### src/rtl/audio_gain_ramp.sv
// Stereo gain stage: ramps the applied gain one step toward the (mute-aware) target
// every RAMP_DIV frame strobes, scales and saturates each sample, and tracks peak/clip status.
module audio_gain_ramp #(
    parameter int RAMP_DIV = 1
) (
    input  logic        clk,
    input  logic        rst,
    input  logic        strobe,
    input  logic [23:0] in_l,
    input  logic [23:0] in_r,
    input  logic [7:0]  gain_target,
    input  logic        mute,
    input  logic        peak_clr,
    output logic [23:0] out_l,
    output logic [23:0] out_r,
    output logic        out_valid,
    output logic [7:0]  cur_gain,
    output logic [22:0] peak_l,
    output logic [22:0] peak_r,
    output logic        clip_l,
    output logic        clip_r
);

    localparam int RC_W = (RAMP_DIV > 1) ? $clog2(RAMP_DIV) : 1;
    localparam logic [RC_W-1:0] RC_LAST = RC_W'(RAMP_DIV - 1);

    // Signed 24b sample times unsigned Q1.7 gain, as a 33b signed product.
    function automatic logic signed [32:0] mul_gain(input logic [23:0] s, input logic [7:0] g);
        return $signed({{9{s[23]}}, s}) * $signed({25'd0, g});
    endfunction

    // Drop the 7 fraction bits (floor) and clamp to 24b; MSB of the result flags saturation.
    function automatic logic [24:0] shift_sat(input logic signed [32:0] prod);
        logic signed [32:0] sh;
        sh = prod >>> 7;
        if (sh[32:23] == {10{sh[32]}}) begin
            return {1'b0, sh[23:0]};
        end else if (sh[32]) begin
            return {1'b1, 24'h800000};
        end else begin
            return {1'b1, 24'h7FFFFF};
        end
    endfunction

    // Magnitude of a 24b sample clipped to 23b; the most negative value maps to full scale.
    function automatic logic [22:0] mag23(input logic [23:0] x);
        if (x == 24'h800000) begin
            return 23'h7FFFFF;
        end else if (x[23]) begin
            return (~x[22:0]) + 23'd1;
        end else begin
            return x[22:0];
        end
    endfunction

    logic [RC_W-1:0]    rc_q, rc_d;
    logic [7:0]         cur_gain_q, cur_gain_d;
    logic [7:0]         tgt_s;
    logic [23:0]        in_l_q, in_l_d, in_r_q, in_r_d;
    logic               v0_q, v0_d, v1_q, v1_d;
    logic signed [32:0] prod_l_q, prod_l_d, prod_r_q, prod_r_d;
    logic [23:0]        out_l_q, out_l_d, out_r_q, out_r_d;
    logic               sat_l_q, sat_l_d, sat_r_q, sat_r_d;
    logic               out_valid_q, out_valid_d;
    logic [24:0]        res_l_s, res_r_s;
    logic [22:0]        mag_l_s, mag_r_s;
    logic [22:0]        peak_l_q, peak_l_d, peak_r_q, peak_r_d;
    logic               clip_l_q, clip_l_d, clip_r_q, clip_r_d;

    // Ramp counter and gain step; the counter keeps running even once the gain has settled.
    always_comb begin
        tgt_s      = mute ? 8'd0 : gain_target;
        rc_d       = rc_q;
        cur_gain_d = cur_gain_q;
        if (strobe) begin
            if (rc_q == RC_LAST) begin
                rc_d = {RC_W{1'b0}};
                if (cur_gain_q < tgt_s) begin
                    cur_gain_d = cur_gain_q + 8'd1;
                end else if (cur_gain_q > tgt_s) begin
                    cur_gain_d = cur_gain_q - 8'd1;
                end else begin
                    cur_gain_d = cur_gain_q;
                end
            end else begin
                rc_d = rc_q + RC_W'(1);
            end
        end else begin
            rc_d = rc_q;
        end
    end

    // Capture stage and multiply stage; the multiply sees the gain already updated by this strobe.
    always_comb begin
        in_l_d   = strobe ? in_l : in_l_q;
        in_r_d   = strobe ? in_r : in_r_q;
        v0_d     = strobe;
        prod_l_d = mul_gain(in_l_q, cur_gain_q);
        prod_r_d = mul_gain(in_r_q, cur_gain_q);
        v1_d     = v0_q;
    end

    // Shift/saturate stage; outputs hold their last value between frames.
    always_comb begin
        res_l_s     = shift_sat(prod_l_q);
        res_r_s     = shift_sat(prod_r_q);
        out_valid_d = v1_q;
        if (v1_q) begin
            out_l_d = res_l_s[23:0];
            out_r_d = res_r_s[23:0];
            sat_l_d = res_l_s[24];
            sat_r_d = res_r_s[24];
        end else begin
            out_l_d = out_l_q;
            out_r_d = out_r_q;
            sat_l_d = sat_l_q;
            sat_r_d = sat_r_q;
        end
    end

    // Peak/clip tracking; a clear coinciding with a new sample restarts from that sample.
    always_comb begin
        mag_l_s = mag23(out_l_q);
        mag_r_s = mag23(out_r_q);
        if (out_valid_q && peak_clr) begin
            peak_l_d = mag_l_s;
            peak_r_d = mag_r_s;
            clip_l_d = sat_l_q;
            clip_r_d = sat_r_q;
        end else if (peak_clr) begin
            peak_l_d = 23'd0;
            peak_r_d = 23'd0;
            clip_l_d = 1'b0;
            clip_r_d = 1'b0;
        end else if (out_valid_q) begin
            peak_l_d = (mag_l_s > peak_l_q) ? mag_l_s : peak_l_q;
            peak_r_d = (mag_r_s > peak_r_q) ? mag_r_s : peak_r_q;
            clip_l_d = clip_l_q | sat_l_q;
            clip_r_d = clip_r_q | sat_r_q;
        end else begin
            peak_l_d = peak_l_q;
            peak_r_d = peak_r_q;
            clip_l_d = clip_l_q;
            clip_r_d = clip_r_q;
        end
    end

    // State registers; reset drops in-flight samples and restarts the gain fade-in from zero.
    always_ff @(posedge clk) begin
        if (rst) begin
            rc_q        <= {RC_W{1'b0}};
            cur_gain_q  <= 8'd0;
            in_l_q      <= 24'd0;
            in_r_q      <= 24'd0;
            v0_q        <= 1'b0;
            prod_l_q    <= 33'sd0;
            prod_r_q    <= 33'sd0;
            v1_q        <= 1'b0;
            out_l_q     <= 24'd0;
            out_r_q     <= 24'd0;
            sat_l_q     <= 1'b0;
            sat_r_q     <= 1'b0;
            out_valid_q <= 1'b0;
            peak_l_q    <= 23'd0;
            peak_r_q    <= 23'd0;
            clip_l_q    <= 1'b0;
            clip_r_q    <= 1'b0;
        end else begin
            rc_q        <= rc_d;
            cur_gain_q  <= cur_gain_d;
            in_l_q      <= in_l_d;
            in_r_q      <= in_r_d;
            v0_q        <= v0_d;
            prod_l_q    <= prod_l_d;
            prod_r_q    <= prod_r_d;
            v1_q        <= v1_d;
            out_l_q     <= out_l_d;
            out_r_q     <= out_r_d;
            sat_l_q     <= sat_l_d;
            sat_r_q     <= sat_r_d;
            out_valid_q <= out_valid_d;
            peak_l_q    <= peak_l_d;
            peak_r_q    <= peak_r_d;
            clip_l_q    <= clip_l_d;
            clip_r_q    <= clip_r_d;
        end
    end

    assign out_l     = out_l_q;
    assign out_r     = out_r_q;
    assign out_valid = out_valid_q;
    assign cur_gain  = cur_gain_q;
    assign peak_l    = peak_l_q;
    assign peak_r    = peak_r_q;
    assign clip_l    = clip_l_q;
    assign clip_r    = clip_r_q;

endmodule

### config.mk
export PLATFORM = sky130hd
export DESIGN_NAME = audio_gain_ramp
export DESIGN_NICKNAME = d
export VERILOG_FILES = /design/src/rtl/audio_gain_ramp.sv
export SDC_FILE = /design/constraint.sdc
export NUM_CORES = 1
export LEC_CHECK = 0
export ABC_AREA = 1
export CAP_MARGIN = 10
export CELL_PAD_IN_SITES_DETAIL_PLACEMENT = 1
export CELL_PAD_IN_SITES_GLOBAL_PLACEMENT = 1
export CORE_UTILIZATION = 30
export CTS_BUF_LIST = sky130_fd_sc_hd__clkbuf_8 sky130_fd_sc_hd__clkbuf_16
export DETAILED_ROUTE_END_ITERATION = 16
export PLACE_DENSITY_LB_ADDON = 0.05
export SLEW_MARGIN = 30
export SYNTH_ARGS = -nofsm -noshare
export SYNTH_HDL_FRONTEND = slang
export SYNTH_SLANG_ARGS = --single-unit
export TNS_END_PERCENT = 50
### constraint.sdc
create_clock -name clk -period 4.7 [get_ports clk]
set_clock_uncertainty 0.2 [all_clocks]
set_input_delay 0.94 -clock clk [delete_from_list [all_inputs] [get_ports clk]]
set_output_delay 0.94 -clock clk [all_outputs]
set_load 0.02 [all_outputs]
---- Word level (Yosys, flattened, before mapping) ----
Cells that the tools add are included.
operators by class
  magnitude comparators ................... 4
  equal/unequal tests ..................... 4
  bitwise operators ....................... 5
  $add $sub $neg .......................... 5
  muxes and demuxes ....................... 26
  multiply operators ...................... 2
  reductions and logical operators ........ 8
operator list
  cell                   count
  $mux 23                12
  $mul 24x9->33          2
  $mux 25                2
  $eq 24x24->1 const B   2
  $mux 24                2
  $add 23x1->23 const B  2
  $gt 23x23->1           2
  $not 23->23            2
  $mux 8                 3
  $reduce_bool 3->1      3
  $add 8x1->8 const B    1
  $gt 8x8->1             1
  $lt 8x8->1             1
  $sub 8x1->8 const B    1
  $mux 1                 7
  $eq 2x2->1             2
  $reduce_and 2->1       2
  $reduce_and 3->1       1
  $or 1x1->1             2
  $reduce_bool 2->1      1
  $add 1x1->1 const B    1
  $logic_and 1x1->1      1
  $not 1->1              1
storage, ports and cells
  output and inout port bits .............. 105
  register bits ........................... 224
  logic and storage cells ................. 71
  input bits .............................. 61

---- Longest topological paths before layout ----
  word-level depth ........................ 9
  gate-level depth with buffers ........... 24
  depth with buffers taken out ............ 22

---- Worst setup path before layout ----
No wires, ideal clock.
  path kind ............................... register to register
  start ................................... register cur_gain_q[0] (netlist: cur_gain[0])
  end ..................................... register prod_l_q[31]
  data required time ...................... 4.385 ns
  setup time .............................. 0.115 ns
  path buffers ............................ 2
  clock period less this slack ............ 4.860 ns
  data arrival time ....................... 4.545 ns
  stages on the path, launching flop included .. 21
  slack ................................... -0.160 ns
  cell sequence ........................... dfxtp_1 clkbuf_1 buf_1 nand2_1 fa_1 inv_1 fa_1 fa_1 inv_1 fa_1 inv_1 ha_1 nand2_1 nor2_1 inv_1 nor3_1 nand2_1 nand2_1 nand3_1 a21oi_1 nor2_1
on the way
  longest elaborated chain between the ends .. 1
RTL lines
  what                    line  RTL
  from (decl)             57    logic [7:0] cur_gain_q, cur_gain_d;
  from (signal assigned)  170   cur_gain_q <= cur_gain_d;
  $mul 24x9->33           29    return $signed({{9{s[23]}}, s}) * $signed({25'd0, g});
  to (signal assigned)    174   prod_l_q <= prod_l_d;
  to (decl)               61    logic signed [32:0] prod_l_q, prod_l_d, prod_r_q, prod_r_d;
Every way passes these cells.
A chain may end at the register's enable or synchronous reset.

---- Worst setup path in the final report ----
  start ................................... register cur_gain_q[2] (netlist: cur_gain[2])
  end ..................................... register prod_l_q[27]
Same word-level chain as after synthesis.

==> metrics.txt <==
Tmin final 4590 ps; P per Cell Area 473 mW/mm^2; initial core utilization 0.303; final non-filler cell total 4832; CP required 5000 ps; MaxCap Viol Count 0; Yosys Warn Count 0; met1 usage 0.287; Reg2Reg Launch Point cur_gain[2]; syn_nets 4018; CP max-delay cell fa_1; DRT Pass-1 Iters 5; status finished clean; P&R area growth vs syn 27.4%; synth top area cells fa_1 (25%), dfxtp_1 (17%), nand2_1 (14%); CP dominant cell by count fa_1; Die Y 287 um; Crit Path Max Fanout 9; Hold Startpoint v0_q; PortBufs 165; first-pass GRT wire length 131 mm; IO Count 166; Core Rows 104; met2 Usage GRT 0.314; placed insts 4743; hold depth 2; VDD IR max 0.202 mV; largest area contributor in the netlist fa_1; Final Cell Area 0.0310 sq mm; post-synthesis sequential area ratio 0.172; Clock Tree Root clkbuf_16; Post-CTS Hold Buffers 0; Clk pin slew, worst setup/hold paths 70 ps; CTS tree done; Routed Antenna Nets 0; final slew viol count 0; Peak Freq 218 MHz; kind of cell adding the most delay to the critical path adder cells; syn avg cell area 7.02 sq um; WL final 82.0 mm; number of global-route vias before repair 24035; RePlAce Congestion 0.878; core area 0.0804 sq mm; Critical path buffers and inverters 6; Final period util 0.976; Fin. Hold Viols 0; hold crit path type reg -> reg; Cells after Synth 3472; Critical Path, Cell by Cell buf_12, clkbuf_16, nand2_1, fa_1, inv_1, fa_1, fa_1, inv_1, fa_1, inv_1, ha_4, a21oi_4, o21ai_0, buf_4, a21o_1, nand3_1, a21oi_1, nor2_1; crit path launch type flip-flop; largest net degree at the start of global routing 57; leak pwr 16.0 nW; top-area cell type share of the netlist area 0.246; reg2reg setup slack 110 ps; Post-synth EDFFs 0; post-synth cell types 41; initial antenna violation count 0; Final #Nets 4296; reg2reg end prod_l_q[27]; Post-Route Utilization 0.386; wire per inst 17.0 um; met3 Resource Use GR 0.0190; routed via count 22352; arrival time worst endpoint 4880 ps; RSZ-0062 raised after global routing yes; # DRC 0; reg2reg path depth 18; placed cell area 0.0283 sq mm; total CTS buffers 28; GRT busiest layer met2; die area 0.0824 sq mm; # diodes 0; layout cells sized above 1 0.150; ys flop type dfxtp_1; via density per instance 4.63; CP Class reg -> reg; mapped cell area 0.0244 sq mm; Post-DP HPWL 66.0 mm; Die Wd 287 um; Worst path max stage delay 570 ps; hold-critical path endpoint out_valid_d; CTS max path bufs 3; Sink Count 209; Rel. slew slack 0.512; crit end category flip-flop; initial DRC count 733; final setup fails 0; Async SR Flop Fraction 0; total congestion overflow 0; Synth Register Bits 209; H-tree levels 1; Skew-Pair Late Insertion Delay 610 ps; Total GRT Usage 0.196; worst-margin pin slew 728 ps
-- worst max path at each step --
stage | from | to | slack, ps | depth (start not counted)
6_report | cur_gain[2] | prod_l_q[27] | 110 | 18
5_1_grt | cur_gain[2] | prod_l_q[27] | -80 | 19
4_1_cts | cur_gain[5] | prod_r_q[21] | -5 | 17
3_5_place_dp | cur_gain[4] | prod_r_q[21] | -360 | 17
3_3_place_gp | cur_gain[4] | prod_r_q[21] | -320 | 17
2_1_floorplan | cur_gain[2] | prod_r_q[29] | 7 | 18
-- final cells by class --
| type | count | area, sq um |
|---|---|---|
| tap | 1060 | 1330 |
| clock buffer | 31 | 742 |
| sequential | 209 | 4220 |
| multi-input combinational | 2315 | 17600 |
| fill | 9960 | 49400 |
| inverter | 791 | 2970 |
| clock inverter | 21 | 343 |
| timing repair buffer | 405 | 3830 |
-- registers in the layout, summed over array words and instances (netlist names) --
signal	count
prod_l_q	26
prod_r_q	26
in_l_q	24
in_r_q	24
out_l	24
out_r	24
peak_l	23
peak_r	23
cur_gain	8
clip_l	1
clip_r	1
out_valid	1
out_valid_d	1
sat_l_q	1
sat_r_q	1
v0_q	1
-- routing by layer --
| metal | vias to the layer above | part of all wire |
|---|---|---|
| li1 | 10995 | - |
| met1 | 11004 | 0.51 |
| met2 | 287 | 0.45 |
| met3 | 66 | 0.028 |
| met4 | 0 | 0.017 |
| met5 | - | 0 |
-- layout by cell type, fill, tap and decap left out, types with 10 or more instances in the layout --
master / count
nand4_1: 12
o21ai_1: 18
clkbuf_16: 31
fa_1: 290
nor2_4: 14
nand3_2: 13
xnor2_1: 10
nand2_2: 57
a21oi_2: 35
dfxtp_2: 12
inv_1: 779
clkdlybuf4s50_1: 164
nor3_1: 12
o21ai_0: 109
ha_1: 147
dfxtp_1: 191
xor2_1: 25
a21oi_1: 165
buf_4: 203
ha_4: 33
nor2_2: 44
nand2_1: 840
buf_6: 13
a221oi_1: 36
nand3_1: 127
buf_12: 17
nor2_1: 240
o21a_1: 15
-- repair_timing --
| action | in CTS | in global routing |
|---|---|---|
| setup endpoints to repair | 36 | 44 |
| resized for setup | 47 | 253 |
| setup buffers | 8 | 23 |
| gates cloned | 2 | 4 |
| pin swaps | 8 | 83 |
-- power by group --
part	total, mW	switching [mW]	leakage [nW]	internal [mW]
Clock	2.51	0.971	0.507	1.54
Sequential	2.25	0.226	1.72	2.03
Combinational	9.92	5.68	13.8	4.24
-- cells in the mapped netlist (14+ instances only) --
master      n
a221oi_1   36
clkbuf_1  109
nand2_1   884
buf_1      18
nand3_1   132
xor2_1     25
a21oi_1   201
nor3_1     22
ha_1      186
nor2_1    286
buf_2      16
fa_1      299
o21a_1     15
dfxtp_1   209
nand2_2    14
inv_1     788
o21ai_0   128
-- stage by stage --
| stage | hold WS (ps) | setup WS, ps | TNS [ps] | total power [mW] |
|---|---|---|---|---|
| floorplan | 188 | 7.07 | 0 | 7.26 |
| global placement | 197 | -324 | -2900 | 10.6 |
| detailed placement | 196 | -356 | -4340 | 10.8 |
| CTS | 205 | -4.95 | -6.99 | 13.6 |
| global route | 234 | -78.7 | -421 | 16.0 |
| finish | 204 | 112 | 0 | 14.7 |
-- tightest hold or removal path: stages (launching register included) --
cell and delay [ps]:
dfxtp_1 290, inv_1 40, nor2_1 30
-- cell families after synthesis --
logic type                 Yosys count  synth area share
DFF                                209             0.172
AOI/OAI and AO/OA                  410            0.0937
buffers and inverters              948             0.150
xor gates and xnor gates            36            0.0129
adders and majority gates          485             0.341
and+or+nand+nor                   1384             0.231
Power figures use the tool's default switching activity.
